==> src/rtl/cpu_pkg.sv <==
`default_nettype none
// ============================================================================
// cpu_pkg : shared fetch-stage types, widths and helpers
// Rev 1.0 : initial release
// ============================================================================
package cpu_pkg;

  localparam int INSTR_W = 32;
  localparam int PC_W    = 32;

  typedef enum logic [1:0] {
    BOOT  = 2'd0,
    FETCH = 2'd1,
    DRAIN = 2'd2
  } fetch_state_t;

  typedef struct packed {
    logic               valid;
    logic [INSTR_W-1:0] instr;
    logic [PC_W-1:0]    pc_plus_4;
    logic               interrupt;
  } fetch_bundle_t;

  function automatic logic [PC_W-1:0] word_align(input logic [PC_W-1:0] a);
    return a & ~PC_W'(3);
  endfunction

endpackage
`default_nettype wire

==> src/rtl/instr_fetch_if.sv <==
`default_nettype none
// ============================================================================
// instr_fetch_if : instruction-memory request/ready bus
// Rev 1.0 : initial release
// ============================================================================
interface instr_fetch_if import cpu_pkg::*; ();

  logic               req;
  logic [PC_W-1:0]    addr;
  logic               rdy;
  logic [INSTR_W-1:0] rdata;

  modport master (output req, output addr, input rdy, input rdata);
  modport slave  (input req, input addr, output rdy, output rdata);

endinterface
`default_nettype wire

==> src/rtl/fetch_skid.sv <==
`default_nettype none
// ============================================================================
// fetch_skid : one-entry holding register for a word returned under stall
// Rev 1.0 : initial release
// ============================================================================
module fetch_skid import cpu_pkg::*; (
  input  logic          clk,
  input  logic          rst_n,
  input  logic          load,
  input  logic          unload,
  input  logic          clear,
  input  fetch_bundle_t din,
  output logic          full,
  output fetch_bundle_t dout
);

  logic          full_q, full_d;
  fetch_bundle_t data_q, data_d;

  // clear (flush) dominates a same-cycle load
  always_comb begin
    full_d = full_q;
    data_d = data_q;
    if (clear) begin
      full_d = 1'b0;
    end else if (load) begin
      full_d = 1'b1;
      data_d = din;
    end else if (unload) begin
      full_d = 1'b0;
    end
  end

  always_ff @(posedge clk or negedge rst_n) begin
    if (!rst_n) begin
      full_q <= 1'b0;
      data_q <= '0;
    end else begin
      full_q <= full_d;
      data_q <= data_d;
    end
  end

  assign full = full_q;
  assign dout = data_q;

endmodule
`default_nettype wire

==> src/rtl/instr_fetch.sv <==
`default_nettype none
// ============================================================================
// instr_fetch : PC owner, imem handshake, branch/interrupt redirect, skid
// Rev 1.0 : initial release
// ============================================================================
module instr_fetch import cpu_pkg::*; #(
  parameter logic [PC_W-1:0] RESET_VEC = 32'h0000_0000,
  parameter logic [PC_W-1:0] IRQ_VEC   = 32'h0000_0010
) (
  input  logic               clk,
  input  logic               rst_n,
  instr_fetch_if.master      imem,
  input  logic               stall,
  input  logic               branch_taken,
  input  logic [PC_W-1:0]    branch_pc,
  input  logic               irq,
  input  logic               irq_ret,
  output logic               irq_ack,
  output logic [PC_W-1:0]    epc,
  output logic               out_valid,
  output logic [INSTR_W-1:0] out_instr,
  output logic [PC_W-1:0]    out_pc_plus_4,
  output logic               out_interrupt
);

  fetch_state_t  state_q, state_d;
  logic [PC_W-1:0] pc_q, pc_d, tgt_q, tgt_d, epc_q, epc_d;
  fetch_bundle_t out_q, out_d;
  logic irq_en_q, irq_en_d, irq_ack_q, irq_ack_d, pend_int_q, pend_int_d;

  logic          skid_full, skid_load, skid_unload, skid_clear;
  fetch_bundle_t skid_dout, fetched;
  logic          req, take, redirect, outstanding;
  logic [PC_W-1:0] redir_pc;

  fetch_skid u_skid (
    .clk    (clk),
    .rst_n  (rst_n),
    .load   (skid_load),
    .unload (skid_unload),
    .clear  (skid_clear),
    .din    (fetched),
    .full   (skid_full),
    .dout   (skid_dout)
  );

  assign req         = ((state_q == FETCH) && !skid_full) || (state_q == DRAIN);
  assign imem.req    = req;
  assign imem.addr   = word_align(pc_q);
  assign take        = irq && irq_en_q && (state_q != BOOT);
  assign redirect    = take || branch_taken;
  assign redir_pc    = take ? IRQ_VEC : word_align(branch_pc);
  assign outstanding = req && !imem.rdy;

  always_comb begin
    fetched.valid     = 1'b1;
    fetched.instr     = imem.rdata;
    fetched.pc_plus_4 = pc_q + 32'd4;
    fetched.interrupt = pend_int_q;
  end

  always_comb begin
    state_d     = state_q;
    pc_d        = pc_q;
    tgt_d       = tgt_q;
    out_d       = out_q;
    epc_d       = epc_q;
    irq_en_d    = irq_en_q;
    irq_ack_d   = take;
    pend_int_d  = pend_int_q;
    skid_load   = 1'b0;
    skid_unload = 1'b0;
    skid_clear  = 1'b0;

    // bubble unless a word is delivered below; stall freezes the bundle
    if (!stall) begin
      out_d.valid = 1'b0;
    end

    if (take) begin
      epc_d    = branch_taken ? word_align(branch_pc) : pc_q;
      irq_en_d = 1'b0;
    end else if (irq_ret) begin
      irq_en_d = 1'b1;
    end

    if (redirect) begin
      out_d.valid = 1'b0;
      skid_clear  = 1'b1;
      pend_int_d  = take;
      if (outstanding) begin
        state_d = DRAIN;
        tgt_d   = redir_pc;
      end else begin
        state_d = FETCH;
        pc_d    = redir_pc;
      end
    end else begin
      case (state_q)
        BOOT: state_d = FETCH;
        FETCH: begin
          if (skid_full) begin
            if (!stall) begin
              out_d       = skid_dout;
              skid_unload = 1'b1;
            end
          end else if (imem.rdy) begin
            pc_d       = pc_q + 32'd4;
            pend_int_d = 1'b0;
            if (stall) begin
              skid_load = 1'b1;
            end else begin
              out_d = fetched;
            end
          end
        end
        DRAIN: begin
          // the stale word returning now is dropped
          if (imem.rdy) begin
            pc_d    = tgt_q;
            state_d = FETCH;
          end
        end
        default: state_d = BOOT;
      endcase
    end
  end

  always_ff @(posedge clk or negedge rst_n) begin
    if (!rst_n) begin
      state_q    <= BOOT;
      pc_q       <= RESET_VEC;
      tgt_q      <= '0;
      out_q      <= '0;
      epc_q      <= '0;
      irq_en_q   <= 1'b1;
      irq_ack_q  <= 1'b0;
      pend_int_q <= 1'b0;
    end else begin
      state_q    <= state_d;
      pc_q       <= pc_d;
      tgt_q      <= tgt_d;
      out_q      <= out_d;
      epc_q      <= epc_d;
      irq_en_q   <= irq_en_d;
      irq_ack_q  <= irq_ack_d;
      pend_int_q <= pend_int_d;
    end
  end

  assign irq_ack       = irq_ack_q;
  assign epc           = epc_q;
  assign out_valid     = out_q.valid;
  assign out_instr     = out_q.instr;
  assign out_pc_plus_4 = out_q.pc_plus_4;
  assign out_interrupt = out_q.interrupt;

endmodule
`default_nettype wire

==> src/flat_wrapper.sv <==
// flat-port wrapper written by rule: the top's interface ports become plain ports
module instr_fetch_flat import cpu_pkg::*;
#(
  parameter logic [PC_W-1:0] RESET_VEC = 32'h0000_0000,
  parameter logic [PC_W-1:0] IRQ_VEC   = 32'h0000_0010
)
  (clk, rst_n, stall, branch_taken, branch_pc, irq, irq_ret, irq_ack, epc, out_valid, out_instr, out_pc_plus_4, out_interrupt, imem_req, imem_addr, imem_rdy, imem_rdata);
  instr_fetch_if imem_i ();
  input  logic clk;
  input  logic rst_n;
  input  logic stall;
  input  logic branch_taken;
  input  logic [PC_W-1:0] branch_pc;
  input  logic irq;
  input  logic irq_ret;
  output logic irq_ack;
  output logic [PC_W-1:0] epc;
  output logic out_valid;
  output logic [INSTR_W-1:0] out_instr;
  output logic [PC_W-1:0] out_pc_plus_4;
  output logic out_interrupt;
  output wire logic [$bits(imem_i.req)-1:0] imem_req;
  output wire logic [$bits(imem_i.addr)-1:0] imem_addr;
  input wire logic [$bits(imem_i.rdy)-1:0] imem_rdy;
  input wire logic [$bits(imem_i.rdata)-1:0] imem_rdata;
  assign imem_req = imem_i.req;
  assign imem_addr = imem_i.addr;
  assign imem_i.rdy = imem_rdy;
  assign imem_i.rdata = imem_rdata;
  instr_fetch #(.RESET_VEC(RESET_VEC), .IRQ_VEC(IRQ_VEC)) u_core (.clk(clk), .rst_n(rst_n), .imem(imem_i), .stall(stall), .branch_taken(branch_taken), .branch_pc(branch_pc), .irq(irq), .irq_ret(irq_ret), .irq_ack(irq_ack), .epc(epc), .out_valid(out_valid), .out_instr(out_instr), .out_pc_plus_4(out_pc_plus_4), .out_interrupt(out_interrupt));
endmodule
==> config.mk <==
export PLATFORM = sky130hd
export DESIGN_NAME = instr_fetch_flat
export DESIGN_NICKNAME = d
export VERILOG_FILES = /design/src/rtl/cpu_pkg.sv /design/src/rtl/instr_fetch_if.sv /design/src/rtl/fetch_skid.sv /design/src/rtl/instr_fetch.sv /design/src/flat_wrapper.sv
export SDC_FILE = /design/constraint.sdc
export NUM_CORES = 1
export LEC_CHECK = 0
export BUFFER_PORTS_ARGS = -buffer_cell sky130_fd_sc_hd__buf_2
export CELL_PAD_IN_SITES_DETAIL_PLACEMENT = 1
export CELL_PAD_IN_SITES_GLOBAL_PLACEMENT = 2
export CORE_ASPECT_RATIO = 0.7
export CORE_UTILIZATION = 39
export DETAILED_ROUTE_END_ITERATION = 7
export PLACE_DENSITY_LB_ADDON = 0.1
export SYNTH_ARGS = -nofsm -noshare
export SYNTH_HDL_FRONTEND = slang
export SYNTH_HIERARCHICAL = 1
export SYNTH_SLANG_ARGS = --single-unit
==> constraint.sdc <==
create_clock -name clk -period 4.01 [get_ports clk]
set_input_delay 0.802 -clock clk [delete_from_list [all_inputs] [get_ports clk]]
set_output_delay 0.802 -clock clk [all_outputs]
set_load 0.02 [all_outputs]
---- After elaboration in Yosys (flattened, before gate mapping) ----
Index checks and enable logic that the tools add are counted.
operators by class
  add/subtract/negate cells ............... 1
  multipliers ............................. 0
  divide/modulo/power cells ............... 0
  $lt $le $gt $ge ......................... 0
  eq/ne operators ......................... 10
  shifts and indexed selects .............. 0
  multiplexer cells ....................... 38
  bitwise operators ....................... 2
  reduce and logical (&&, ||, !) cells .... 22
operator list
  operator                                                                number
  66-bit 2-to-1 mux                                                       5
  32-bit 2-to-1 mux                                                       7
  32-bit case mux with 2 select lines                                     1
  32-bit by 3-bit adder with 32-bit output (second input constant)        1
  1-bit 2-to-1 mux                                                        21
  5-bit AND reduction                                                     2
  2-bit nonzero test                                                      5
  3-bit by 2-bit != test with 1-bit output (second input constant)        3
  2-bit 2-to-1 mux                                                        3
  2-bit != test (second input constant)                                   3
  2-bit case mux with 3 select lines                                      1
  2-bit AND reduction                                                     3
  3-bit nonzero test                                                      2
  1-bit logical AND                                                       4
  2-bit by 1-bit != test with 1-bit output (second input constant)        2
  3-bit AND reduction                                                     1
  2-bit by 1-bit equality test with 1-bit output (second input constant)  1
  2-bit equality test (second input constant)                             1
  1-bit zero test                                                         2
  2-bit zero test                                                         1
  1-bit logical OR                                                        2
  1-bit inverter                                                          2
storage, ports and cells
  bits in registers ....................... 234
  bits in latches ......................... 0
  memory bits (writable) .................. 0
  bits in read-only memories .............. 0
  input port bits ......................... 71
  output and inout bits ................... 132
  word-level logic and storage cells ...... 89
  memories ................................ 0

---- Logic depth before layout (Yosys ltp) ----
  word-level depth ........................ 7
  gate-level depth with buffers ........... 9

---- By module ----
The synthesis kept the hierarchy.
modules (own cells, without submodules)
  module       times used  cells an instance  area each (um^2)
  instr_fetch  1           841                8266.7
  fetch_skid   1           144                2713.9

---- Least setup slack after synthesis ----
OpenSTA, ideal clock, no wires.
  kind .................................... input port to flip-flop
  start ................................... input port branch_taken
  end ..................................... register u_core.pc_q[4]
  arrival time ............................ 2285 ps
  required time ........................... 3878 ps
  path slack .............................. 1592 ps
  stages on the path ...................... 7
  path buffers ............................ 2
  cell sequence ........................... clkbuf_1 > nand2b_1 > o22ai_1 > o32a_1 > clkbuf_1 > a2111oi_0 > nor2_1
on the way
  word-level cells in the longest chain between the ends .. 3
  elaborated cells between the ends (all ways) .. 8
RTL lines
  element                                                                     line                source
  start: declaration                                                          flat_wrapper.sv:12  input logic branch_taken;
  1-bit logical OR (*)                                                        instr_fetch.sv:51   assign redirect = take || branch_taken;
  3-bit by 2-bit != test with 1-bit output (no line) (tied with other cells)  -
  5-bit AND reduction (no line)                                               -
  end signal: assignment                                                      instr_fetch.sv:141  pc_q <= pc_d;
  end: declaration                                                            instr_fetch.sv:27   logic [PC_W-1:0] pc_q, pc_d, tgt_q, tgt_d, epc_q, epc_d;
Every way passes the cells marked *; elsewhere a longest branch is shown, timed or not.
A chain may end at the register's enable or synchronous reset.

---- Worst setup path in the final report ----
  start ................................... register u_core.state_q[0]
  end ..................................... output port imem_req
on the way
  word-level cells in the longest chain between the ends .. 3
  elaborated cells between the ends (all ways) .. 4
RTL lines
  element                                         line                source
  start: declaration                              instr_fetch.sv:26   fetch_state_t state_q, state_d;
  start signal: assignment                        instr_fetch.sv:140  state_q <= state_d;
  2-bit by 1-bit equality test with 1-bit output  instr_fetch.sv:47   assign req = ((state_q == FETCH) && !skid_full) || (state_q == DRAIN);
  1-bit logical AND                               instr_fetch.sv:47
  1-bit logical OR (*)                            instr_fetch.sv:47
  end: declaration                                flat_wrapper.sv:22  output wire logic [$bits(imem_i.req)-1:0] imem_req;
Marked as above.

==> impl_metrics.py <==
metrics = {
    "die": {
        "initial_utilization_pct": 40.3,
        "coreArea_sq_um": 27200,
        "die_w_um": 203,
        "fp.dieArea_sq_um": 28800,
        "ios": 203,
        "die_h_um": 142,
        "rows": 50,
    },
    "detailed_routing": {
        "drc": 0,
        "drtAntennaViolNets": 0,
        "drt_iter0_drc": 540,
        "vias": 8602,
        "routed_via_density": 5.58,
        "post_drt_wl_per_cell_um": 21.8,
        "drt_wl_total_mm": 33.6,
        "first_pass_iters": 6,
    },
    "logic_synthesis": {
        "yosysSeqAreaShare_pct": 52.2,
        "syn_inst": 985,
        "async_reset_ff_share_pct": 100,
        "synth_ff_type": "dfrtp_1",
        "synth_top_area_cell": "dfrtp_1",
        "synth.avg_cell_area_sq_um": 11.1,
        "synthTopCellsByArea": "dfrtp_1 (52%), mux2_4 (5.5%), a22oi_1 (3.2%), nor2_1 (3.1%), a21oi_1 (2.8%)",
        "synth-edff-count": 0,
        "syn_area_sq_um": 11000,
        "synth_top_area_share_pct": 52.0,
        "synth_seq_cells": 229,
        "ys_types": 71,
        "yosysWarnings": 6,
    },
    "finish": {
        "final_cell_area_sq_um": 13100,
        "multi_input_area_sq_um": 4730,
        "syn2layout_area_growth_pct": 19.0,
        "layout_common_cells": "dfrtp_1 (228), buf_2 (196), nor2_1 (89)",
        "n_fill_cell": 3005,
        "final_nets": 1230,
        "register_area_sq_um": 5730,
        "finalNonFillerCells": 1541,
        "final_common_cell": "dfrtp_1",
        "drive_gt1_share_pct": 29.5,
    },
    "clocking": {
        "insertion_delay_ns": 0.53,
        "cts_inserted_buffers": 25,
        "htreeDepth": 1,
        "hold_buffers": 0,
        "root_buffer": "clkbuf_16",
        "cts_tree": "done",
        "clk_pin_slew_ns": 0.06,
        "clockBufferDepth": 3,
        "cts.sinks": 229,
        "cts_resized": 0,
        "postCtsSetupBuffers": 0,
    },
    "global_route": {
        "grt.overflow.total": 0,
        "gr-usage-all-layers_pct": 23.2,
        "antenna_found_initial": 1,
        "grt_start_max_net_pins": 98,
        "grt_pass1_wl_mm": 52.2,
        "grt_pass1_vias": 8574,
    },
    "power_and_ir_drop": {
        "p_int_mw": 6.25,
        "switching_power_mw": 4.12,
        "clockPowerShare_pct": 21.6,
        "seqPwrFrac_pct": 40.5,
        "switching_share_pct": 39.7,
        "p_leak_nw": 6.16,
        "power_frac_comb_pct": 37.9,
        "power_density_nw_per_um2": 794,
        "max-vdd-ir-drop_mv": 0.336,
    },
    "placed_design": {
        "dp.cells": 1495,
        "post-dp-hpwl_mm": 22.6,
        "place_area_sq_um": 12300,
        "globalplace.congestion": 0.785,
        "io_buffers": 198,
    },
    "timing": {
        "hold_viol": 0,
        "fmax_mhz": 323,
        "finalSetupTns_ns": 0,
        "skew_ns": 0.0165,
        "worst_pin_slew_ns": 1.06,
        "rsz0062_at_grt": "no",
        "relSlewSlack_pct": 29.2,
        "setup_viol": 0,
        "finalCritPeriodShare_pct": 77.2,
        "finalMaxSlewViolations": 0,
        "post-route-min-period_ns": 3.10,
        "fin_hold_ws_ns": 0.179,
    },
    "worst_setup_path": {
        "crit_type": "reg -> out",
        "crit_arrival_ns": 2.29,
        "startpoint_type": "flop",
        "crit_path_max_fanout": 19,
        "crit_required_ns": 3.21,
        "endpoint_kind": "output port",
        "r2r_start": "u_core/irq_en_q",
        "crit_start": "u_core/state_q[0]",
    },
    "job": {
        "cap_violations": 0,
    },
    "status": {
        "status": "complete, no violations",
    },
    "min_path": {
        "min_path_type": "in -> async",
    },
}
worst paths after layout:
check / to / slack, ns / cells past startpoint
setup / recovery: imem_req / 0.91 / 3
hold / removal: u_core/epc[14] / 0.18 / 1
setup reg to reg: u_core/pc_q[4] / 1.25 / 6
hold reg to reg: u_core/epc[30] / 0.47 / 2
max in group asynchronous: u_core/irq_en_q / 3.00 / 2
min in group clk: u_core/epc[30] / 0.47 / 2
per-stage QoR:
step	util, %	setup slack, ns	power [mW]
finish	48.0	0.915	10.4
global route	48.0	0.749	11.0
CTS	48.0	0.881	10.5
detailed placement	45.1	0.921	8.19
global placement	45.1	0.956	8.07
floorplan	-	1.59	6.70
kinds of logic (layout without fill, tap and decap cells):
kind of cell    after synthesis  count (layout)  synth area share (%)
compound gates              285             285                  18.1
xor+xnor                     28              28                  2.23
fa+ha+maj                     1               1                 0.114
buf+inv                     103             291                  5.10
flops                       229             229                  52.2
mux                          94              94                  10.7
other cells                   2               6                0.0684
simple gates                243             243                  11.5
metal layers:
metal	GRT usage [%]	vias up	part of all wire, %
li1	-	3947	-
met1	34.4	4393	48
met2	34.9	226	44
met3	5.17	36	6.3
met4	4.35	0	1.4
met5	0	-	0
power by group through the flow:
stage          clock (mW)  combinational [mW]  sequential (mW)
2_1_floorplan           0                2.04             4.67
3_3_place_gp            0                3.87             4.19
3_5_place_dp            0                3.95             4.24
4_1_cts              2.30                3.97             4.21
5_1_grt              2.39                4.27             4.36
6_report             2.24                3.93             4.21
final cells by class:
type / instances / area share (%)
Clock buffer: 41 / 5.86
Sequential cell: 229 / 43.9
Multi-Input combinational cell: 656 / 36.2
Tap cell: 364 / 3.48
Antenna cell: 1 / 0.0191
Inverter: 21 / 0.603
Clock inverter: 4 / 0.201
Timing Repair Buffer: 225 / 9.80
synthesized netlist by cell type, types with 4 or more instances:
library cell and number:
nand2_1 57, a31oi_1 11, nand3_1 16, buf_12 5
o32a_1 5, a22o_1 27, nand2b_1 12, o22ai_1 9
buf_4 7, clkbuf_1 49, nor4_1 4, nor2_1 90
nand4_1 12, buf_2 6, and3_1 11, mux2_2 26
a221oi_1 10, nor2b_1 4, a22oi_1 47, buf_1 8
mux2i_1 28, nor3_1 6, a32o_1 15, dfrtp_1 228
and2_1 6, xnor2_1 19, a21oi_1 62, clkbuf_8 4
xor2_1 9, mux2_4 40, a221o_1 8, a21o_1 10
o21ai_0 56, inv_1 21
sequential cells by signal (all words and copies together), names as in the netlist:
signal / count
u_core/tgt_q: 30
u_core/pc_q: 30
u_core/u_skid/full: 1
u_core/u_skid/dout: 66
u_core/out_pc_plus_4: 32
u_core/irq_ack: 1
u_core/out_valid: 1
u_core/out_instr: 32
u_core/pend_int_q: 1
u_core/epc: 31
u_core/state_q: 2
u_core/irq_en_q: 1
u_core/out_interrupt: 1
critical path: stages, from the launching register on:
cell and delay (ns):
dfrtp_1 0.63, nand2b_1 0.74, nand2_1 0.18, buf_2 0.22
Power figures use the tool's default switching activity.
